[src/rtl/gpio_pkg.sv]
// Shared definitions for the GPIO controller: register byte offsets and bus FSM states.
package gpio_pkg;

    localparam int NGPIO_MAX = 32;

    localparam int GPIO_DATA_IN  = 'h00;
    localparam int GPIO_DATA_OUT = 'h04;
    localparam int GPIO_DIR      = 'h08;
    localparam int GPIO_IRQ_EN   = 'h0C;
    localparam int GPIO_IRQ_TYPE = 'h10;
    localparam int GPIO_IRQ_POL  = 'h14;
    localparam int GPIO_IRQ_STAT = 'h18;
    localparam int GPIO_OUT_SET  = 'h1C;
    localparam int GPIO_OUT_CLR  = 'h20;

    typedef enum logic {
        ST_IDLE = 1'b0,
        ST_ACK  = 1'b1
    } bus_state_e;

endpackage

[src/rtl/gpio_sync_edge.sv]
// Two-flop input synchronizer with a history flop and edge detection.
// Edge outputs stay quiet until a short warm-up after reset has elapsed.
module gpio_sync_edge #(
    parameter int WIDTH = 8
) (
    input  logic             clk,
    input  logic             reset_n,
    input  logic [WIDTH-1:0] d_i,
    output logic [WIDTH-1:0] sync_o,
    output logic [WIDTH-1:0] rise_o,
    output logic [WIDTH-1:0] fall_o
);

    logic [WIDTH-1:0] s1_q, s2_q, prev_q;
    logic [1:0]       warm_q, warm_d;
    logic             warm_done;

    always_comb begin
        warm_done = (warm_q == 2'd3);
        warm_d    = warm_done ? warm_q : warm_q + 2'd1;
    end

    // NOTE: sequential state uses non-blocking assignments so every flop samples pre-edge values.
    always_ff @(posedge clk or negedge reset_n) begin
        if (!reset_n) begin
            s1_q   <= '0;
            s2_q   <= '0;
            prev_q <= '0;
            warm_q <= '0;
        end else begin
            s1_q   <= d_i;
            s2_q   <= s1_q;
            prev_q <= s2_q;
            warm_q <= warm_d;
        end
    end

    // A pin sitting high at reset would otherwise look like a rising edge.
    assign sync_o = s2_q;
    assign rise_o = warm_done ? (s2_q & ~prev_q) : '0;
    assign fall_o = warm_done ? (~s2_q & prev_q) : '0;

endmodule

[src/rtl/gpio_ctrl.sv]
// Memory-mapped GPIO controller: direction/output registers, synchronized read-back,
// per-pin edge/level interrupt status and a single level interrupt to the core.
module gpio_ctrl
    import gpio_pkg::*;
#(
    parameter int NGPIO  = 8,
    parameter int ADDR_W = 6
) (
    input  logic              clk,
    input  logic              reset_n,
    input  logic              req_i,
    input  logic              we_i,
    input  logic [ADDR_W-1:0] addr_i,
    input  logic [31:0]       wdata_i,
    output logic [31:0]       rdata_o,
    output logic              ack_o,
    input  logic [NGPIO-1:0]  gpio_in_i,
    output logic [NGPIO-1:0]  gpio_out_o,
    output logic [NGPIO-1:0]  gpio_oe_o,
    output logic              irq_o
);

    bus_state_e           st_q, st_d;
    logic                 ack_q, ack_d;
    logic [NGPIO_MAX-1:0] rdata_q, rdata_d;
    logic [NGPIO-1:0]     data_out_q, data_out_d;
    logic [NGPIO-1:0]     dir_q, dir_d;
    logic [NGPIO-1:0]     irq_en_q, irq_en_d;
    logic [NGPIO-1:0]     irq_type_q, irq_type_d;
    logic [NGPIO-1:0]     irq_pol_q, irq_pol_d;
    logic [NGPIO-1:0]     irq_stat_q, irq_stat_d;

    logic [NGPIO-1:0]     sync, rise, fall;
    logic [NGPIO-1:0]     wmask, w1c, rd_val, edge_evt, lvl_evt, evt;
    logic [ADDR_W-1:0]    offset;
    logic                 access;
    logic                 unused_bus;

    gpio_sync_edge #(.WIDTH(NGPIO)) u_sync (
        .clk    (clk),
        .reset_n(reset_n),
        .d_i    (gpio_in_i),
        .sync_o (sync),
        .rise_o (rise),
        .fall_o (fall)
    );

    assign unused_bus = ^{addr_i[1:0], wdata_i};

    // NOTE: every always_comb output gets a default first so no latch is inferred.
    always_comb begin
        access     = req_i && (st_q == ST_IDLE);
        offset     = {addr_i[ADDR_W-1:2], 2'b00};
        wmask      = wdata_i[NGPIO-1:0];
        rd_val     = '0;
        w1c        = '0;
        data_out_d = data_out_q;
        dir_d      = dir_q;
        irq_en_d   = irq_en_q;
        irq_type_d = irq_type_q;
        irq_pol_d  = irq_pol_q;

        case (offset)
            ADDR_W'(GPIO_DATA_IN):  rd_val = sync;
            ADDR_W'(GPIO_DATA_OUT): rd_val = data_out_q;
            ADDR_W'(GPIO_DIR):      rd_val = dir_q;
            ADDR_W'(GPIO_IRQ_EN):   rd_val = irq_en_q;
            ADDR_W'(GPIO_IRQ_TYPE): rd_val = irq_type_q;
            ADDR_W'(GPIO_IRQ_POL):  rd_val = irq_pol_q;
            ADDR_W'(GPIO_IRQ_STAT): rd_val = irq_stat_q;
            default:                rd_val = '0;
        endcase

        if (access && we_i) begin
            case (offset)
                ADDR_W'(GPIO_DATA_OUT): data_out_d = wmask;
                ADDR_W'(GPIO_DIR):      dir_d      = wmask;
                ADDR_W'(GPIO_IRQ_EN):   irq_en_d   = wmask;
                ADDR_W'(GPIO_IRQ_TYPE): irq_type_d = wmask;
                ADDR_W'(GPIO_IRQ_POL):  irq_pol_d  = wmask;
                ADDR_W'(GPIO_IRQ_STAT): w1c        = wmask;
                ADDR_W'(GPIO_OUT_SET):  data_out_d = data_out_q | wmask;
                ADDR_W'(GPIO_OUT_CLR):  data_out_d = data_out_q & ~wmask;
                default:                ;
            endcase
        end

        // A new event wins over a same-cycle write-1-to-clear.
        edge_evt   = (irq_pol_q & rise) | (~irq_pol_q & fall);
        lvl_evt    = (irq_pol_q & sync) | (~irq_pol_q & ~sync);
        evt        = (irq_type_q & edge_evt) | (~irq_type_q & lvl_evt);
        irq_stat_d = (irq_stat_q & ~w1c) | evt;

        case (st_q)
            ST_IDLE: st_d = access ? ST_ACK : ST_IDLE;
            ST_ACK:  st_d = ST_IDLE;
            default: st_d = ST_IDLE;
        endcase
        ack_d   = access;
        rdata_d = (access && !we_i) ? NGPIO_MAX'(rd_val) : '0;
    end

    always_ff @(posedge clk or negedge reset_n) begin
        if (!reset_n) begin
            st_q       <= ST_IDLE;
            ack_q      <= 1'b0;
            rdata_q    <= '0;
            data_out_q <= '0;
            dir_q      <= '0;
            irq_en_q   <= '0;
            irq_type_q <= '0;
            irq_pol_q  <= '0;
            irq_stat_q <= '0;
        end else begin
            st_q       <= st_d;
            ack_q      <= ack_d;
            rdata_q    <= rdata_d;
            data_out_q <= data_out_d;
            dir_q      <= dir_d;
            irq_en_q   <= irq_en_d;
            irq_type_q <= irq_type_d;
            irq_pol_q  <= irq_pol_d;
            irq_stat_q <= irq_stat_d;
        end
    end

    assign rdata_o    = rdata_q;
    assign ack_o      = ack_q;
    assign gpio_out_o = data_out_q;
    assign gpio_oe_o  = dir_q;
    assign irq_o      = |(irq_stat_q & irq_en_q);

endmodule

[config.mk]
export PLATFORM = sky130hd
export DESIGN_NAME = gpio_ctrl
export DESIGN_NICKNAME = d
export VERILOG_FILES = /design/src/rtl/gpio_pkg.sv /design/src/rtl/gpio_sync_edge.sv /design/src/rtl/gpio_ctrl.sv
export SDC_FILE = /design/constraint.sdc
export NUM_CORES = 1
export LEC_CHECK = 0
export ABC_AREA = 0
export ABC_CLOCK_PERIOD_IN_PS = 3700
export CAP_MARGIN = 20
export CORE_ASPECT_RATIO = 0.6
export CORE_MARGIN = 4
export CORE_UTILIZATION = 50
export CTS_BUF_LIST = sky130_fd_sc_hd__clkbuf_2 sky130_fd_sc_hd__clkbuf_4 sky130_fd_sc_hd__clkbuf_8
export CTS_CLUSTER_DIAMETER = 40
export CTS_CLUSTER_SIZE = 16
export DETAILED_ROUTE_END_ITERATION = 8
export PLACE_DENSITY = 0.81
export SLEW_MARGIN = 0
export SYNTH_ARGS = -nofsm -noshare
export SYNTH_HDL_FRONTEND = slang
export SYNTH_SLANG_ARGS = --single-unit
export TNS_END_PERCENT = 100
[constraint.sdc]
create_clock -name clk -period 3.7 [get_ports clk]
set_clock_uncertainty 0.05 [all_clocks]
set_input_delay 0.74 -clock clk [delete_from_list [all_inputs] [get_ports clk]]
set_output_delay 0.74 -clock clk [all_outputs]
set_load 0.03 [all_outputs]
==> impl_metrics.json <==
{
  "crit_path_max_fanout": 13,
  "leakagePower_nw": 1.997,
  "rsz0062_at_grt": "false",
  "cts_tree": "yes",
  "synth.avg_cell_area_um2": 12.26,
  "finalNetCount": 428,
  "area_growth_pct": 18.97,
  "place_inst": 469,
  "die-area_mm2": 0.009506,
  "end_kind": "flop",
  "ant_nets": 0,
  "fin_cells": 486,
  "dr.pass1.iters": 5,
  "ys.flop_type": "dfrtp_1",
  "clk_pin_slew_ps": 80,
  "path_cells": "clkdlybuf4s50_1, buf_4, and2_1, nand2_1, nand3_1, a31oi_1",
  "min_path_type": "in -> async",
  "critPathRequiredTime_ps": 3890,
  "setup_viol": 0,
  "crit_type": "in -> reg",
  "yosysWarnings": 0,
  "worstPathArrival_ps": 2890,
  "htree_num_levels": 3,
  "cts_buffer_depth": 2,
  "cts_setup_buffers": 0,
  "finalCriticalPeriod_ps": 2695,
  "finalWirelength_mm": 9.853,
  "grt_first_pass_wirelength_mm": 15.50,
  "synth-edff-count": 0,
  "cts_buffers": 9,
  "antenna_found_initial": 0,
  "gp_congestion": 0.9109,
  "drtIter0Drc": 306,
  "final.setup.tns_ps": 0,
  "tightest_slew_ps": 745.8,
  "multi_input_area_mm2": 0.001672,
  "critPathMaxStageDelay_ps": 710,
  "critPathLaunchType": "input port",
  "slew_headroom_pct": 50.05,
  "drv_cap": 0,
  "vdd_drop_max_v": 0.0002708,
  "grt_pass1_vias": 2745,
  "finalHoldViolCount": 0,
  "slew_viol_final": 0,
  "grt_overflow": 0,
  "ioPinCount": 100,
  "std_cell_rows": 24,
  "ctsResizeCount": 0,
  "cts_sinks": 84,
  "holdWs_ps": 220.5,
  "clkLatencyLatePin_ps": 370,
  "wl_per_cell_um": 20.27,
  "drive_above_1_share_pct": 20.42,
  "start_util_pct": 53.07,
  "drc": 0,
  "outcome": "complete, no violations",
  "synthCells": 325,
  "cpMaxStageDelayCell": "clkdlybuf4s50_1",
  "seq_area_mm2": 0.002102,
  "grt.total_usage_pct": 22.00,
  "syn_area_mm2": 0.003984,
  "finalCritPeriodShare_pct": 72.82,
  "ys_ff_latch": 84,
  "final_common_cell": "dfrtp_1",
  "vias": 2870,
  "postCtsHoldBufs": 0,
  "die_h_um": 77.14,
  "io_buffers": 49,
  "final.fill_count": 608,
  "yosysSeqAreaShare_pct": 52.76,
  "final_cell_mix": "84 x dfrtp_1, 48 x clkdlybuf4s50_1, 43 x mux2_2, 24 x conb_1, 15 x o21ai_0",
  "diodes": 0,
  "die-width_um": 123.2,
  "clock.fmax_mhz": 371.1,
  "vias_per_cell": 5.905,
  "core_area_mm2": 0.007507,
  "powerDensity_mw_per_mm2": 471.3,
  "yosysUniqueCellTypes": 46,
  "dp.final_hpwl_mm": 6.837,
  "async_flop_share_pct": 100.0,
  "grt_max_degree": 85,
  "clock-root-buffer": "clkbuf_8"
}
[metal layers]
metal	GRT usage [%]	vias up	wire, um
met2	30.08	135	4212
met3	8.235	12	863
met5	0	-	0
met4	4.862	0	89
li1	-	1279	-
met1	33.06	1444	4688
[Yosys cell counts (all sizes together), types with 2 or more instances]
cell | n | area [um2]
buf | 39 | 281.5
a32oi | 4 | 35.03
o21ai | 15 | 75.07
nand2 | 13 | 48.80
a22oi | 13 | 97.59
mux2 | 43 | 484.2
and2 | 2 | 12.51
nand3b | 3 | 22.52
a21oi | 5 | 25.02
nor2 | 7 | 28.78
and3 | 2 | 12.51
a22o | 7 | 61.31
a21o | 2 | 15.01
nand3 | 11 | 80.07
inv | 3 | 11.26
a311o | 7 | 70.07
nand4 | 4 | 40.04
mux2i | 4 | 40.04
a21boi | 7 | 52.55
nor3 | 3 | 15.01
o2bb2ai | 8 | 70.07
nor2b | 6 | 40.04
dfrtp | 84 | 2102
a211oi | 7 | 52.55
a31oi | 11 | 68.82
[kinds of logic after synthesis]
logic type	after synthesis	share of synthesized area, %
adders and majority gates	1	0.3140
DFF	84	52.76
buffers and inverters	43	7.443
xor gates and xnor gates	1	0.2199
AOI/OAI and AO/OA	90	16.71
muxes	47	13.16
and+or+nand+nor	58	9.297
other	1	0.09413
[metrics by stage]
step	total power [mW]	setup WS [ps]	utilization, %	area [um2]
global route	2.335	967.3	63.13	4740
floorplan	1.317	1749	-	4070
detailed placement	1.450	714.2	59.45	4463
global placement	1.435	729.3	59.45	4463
CTS	2.242	1092	62.77	4712
finish	2.234	1005	63.13	4740
[worst paths after layout]
| kind | from | to | slack [ps] | cells past startpoint |
|---|---|---|---|---|
| setup / recovery | addr_i[2] | rdata_o[2] | 1010 | 6 |
| hold / removal | reset_n | irq_stat_q[7] | 220 | 1 |
| setup reg to reg | st_q | irq_pol_q[3] | 1650 | 3 |
| hold reg to reg | u_sync.s1_q[7] | u_sync.sync_o[7] | 300 | 0 |
| max in group asynchronous | reset_n | irq_type_q[6] | 2780 | 2 |
| min in group clk | u_sync.s1_q[7] | u_sync.sync_o[7] | 300 | 0 |
[where the power goes]
part / total [mW] / switching, mW / internal (mW)
Sequential: 1.07 / 0.0712 / 0.995
Clock: 0.794 / 0.328 / 0.466
Combinational: 0.374 / 0.208 / 0.165
[critical path, delay by kind of cell]
kind	cells	cell delay [ps]
AOI/OAI and AO/OA	1	400
buffers and inverters	2	1060
and+or+nand+nor	3	680
[sequential cells by signal, indices dropped and copies added, names as in the netlist]
| name | count |
|---|---|
| u_sync.warm_q | 2 |
| u_sync.sync_o | 8 |
| gpio_out_o | 8 |
| irq_stat_q | 8 |
| irq_type_q | 8 |
| irq_en_q | 8 |
| rdata_o | 8 |
| gpio_oe_o | 8 |
| u_sync.s1_q | 8 |
| irq_pol_q | 8 |
| ack_o | 1 |
| st_q | 1 |
| u_sync.prev_q | 8 |
[layout make-up]
type | count | area share, %
Clock buffer | 10 | 2.904
Sequential cell | 84 | 44.35
Tap cell | 104 | 2.746
Clock inverter | 6 | 2.350
Multi-Input combinational cell | 221 | 35.27
Inverter | 3 | 0.2376
Timing Repair Buffer | 58 | 12.14
(Power assumes the default switching activity.)
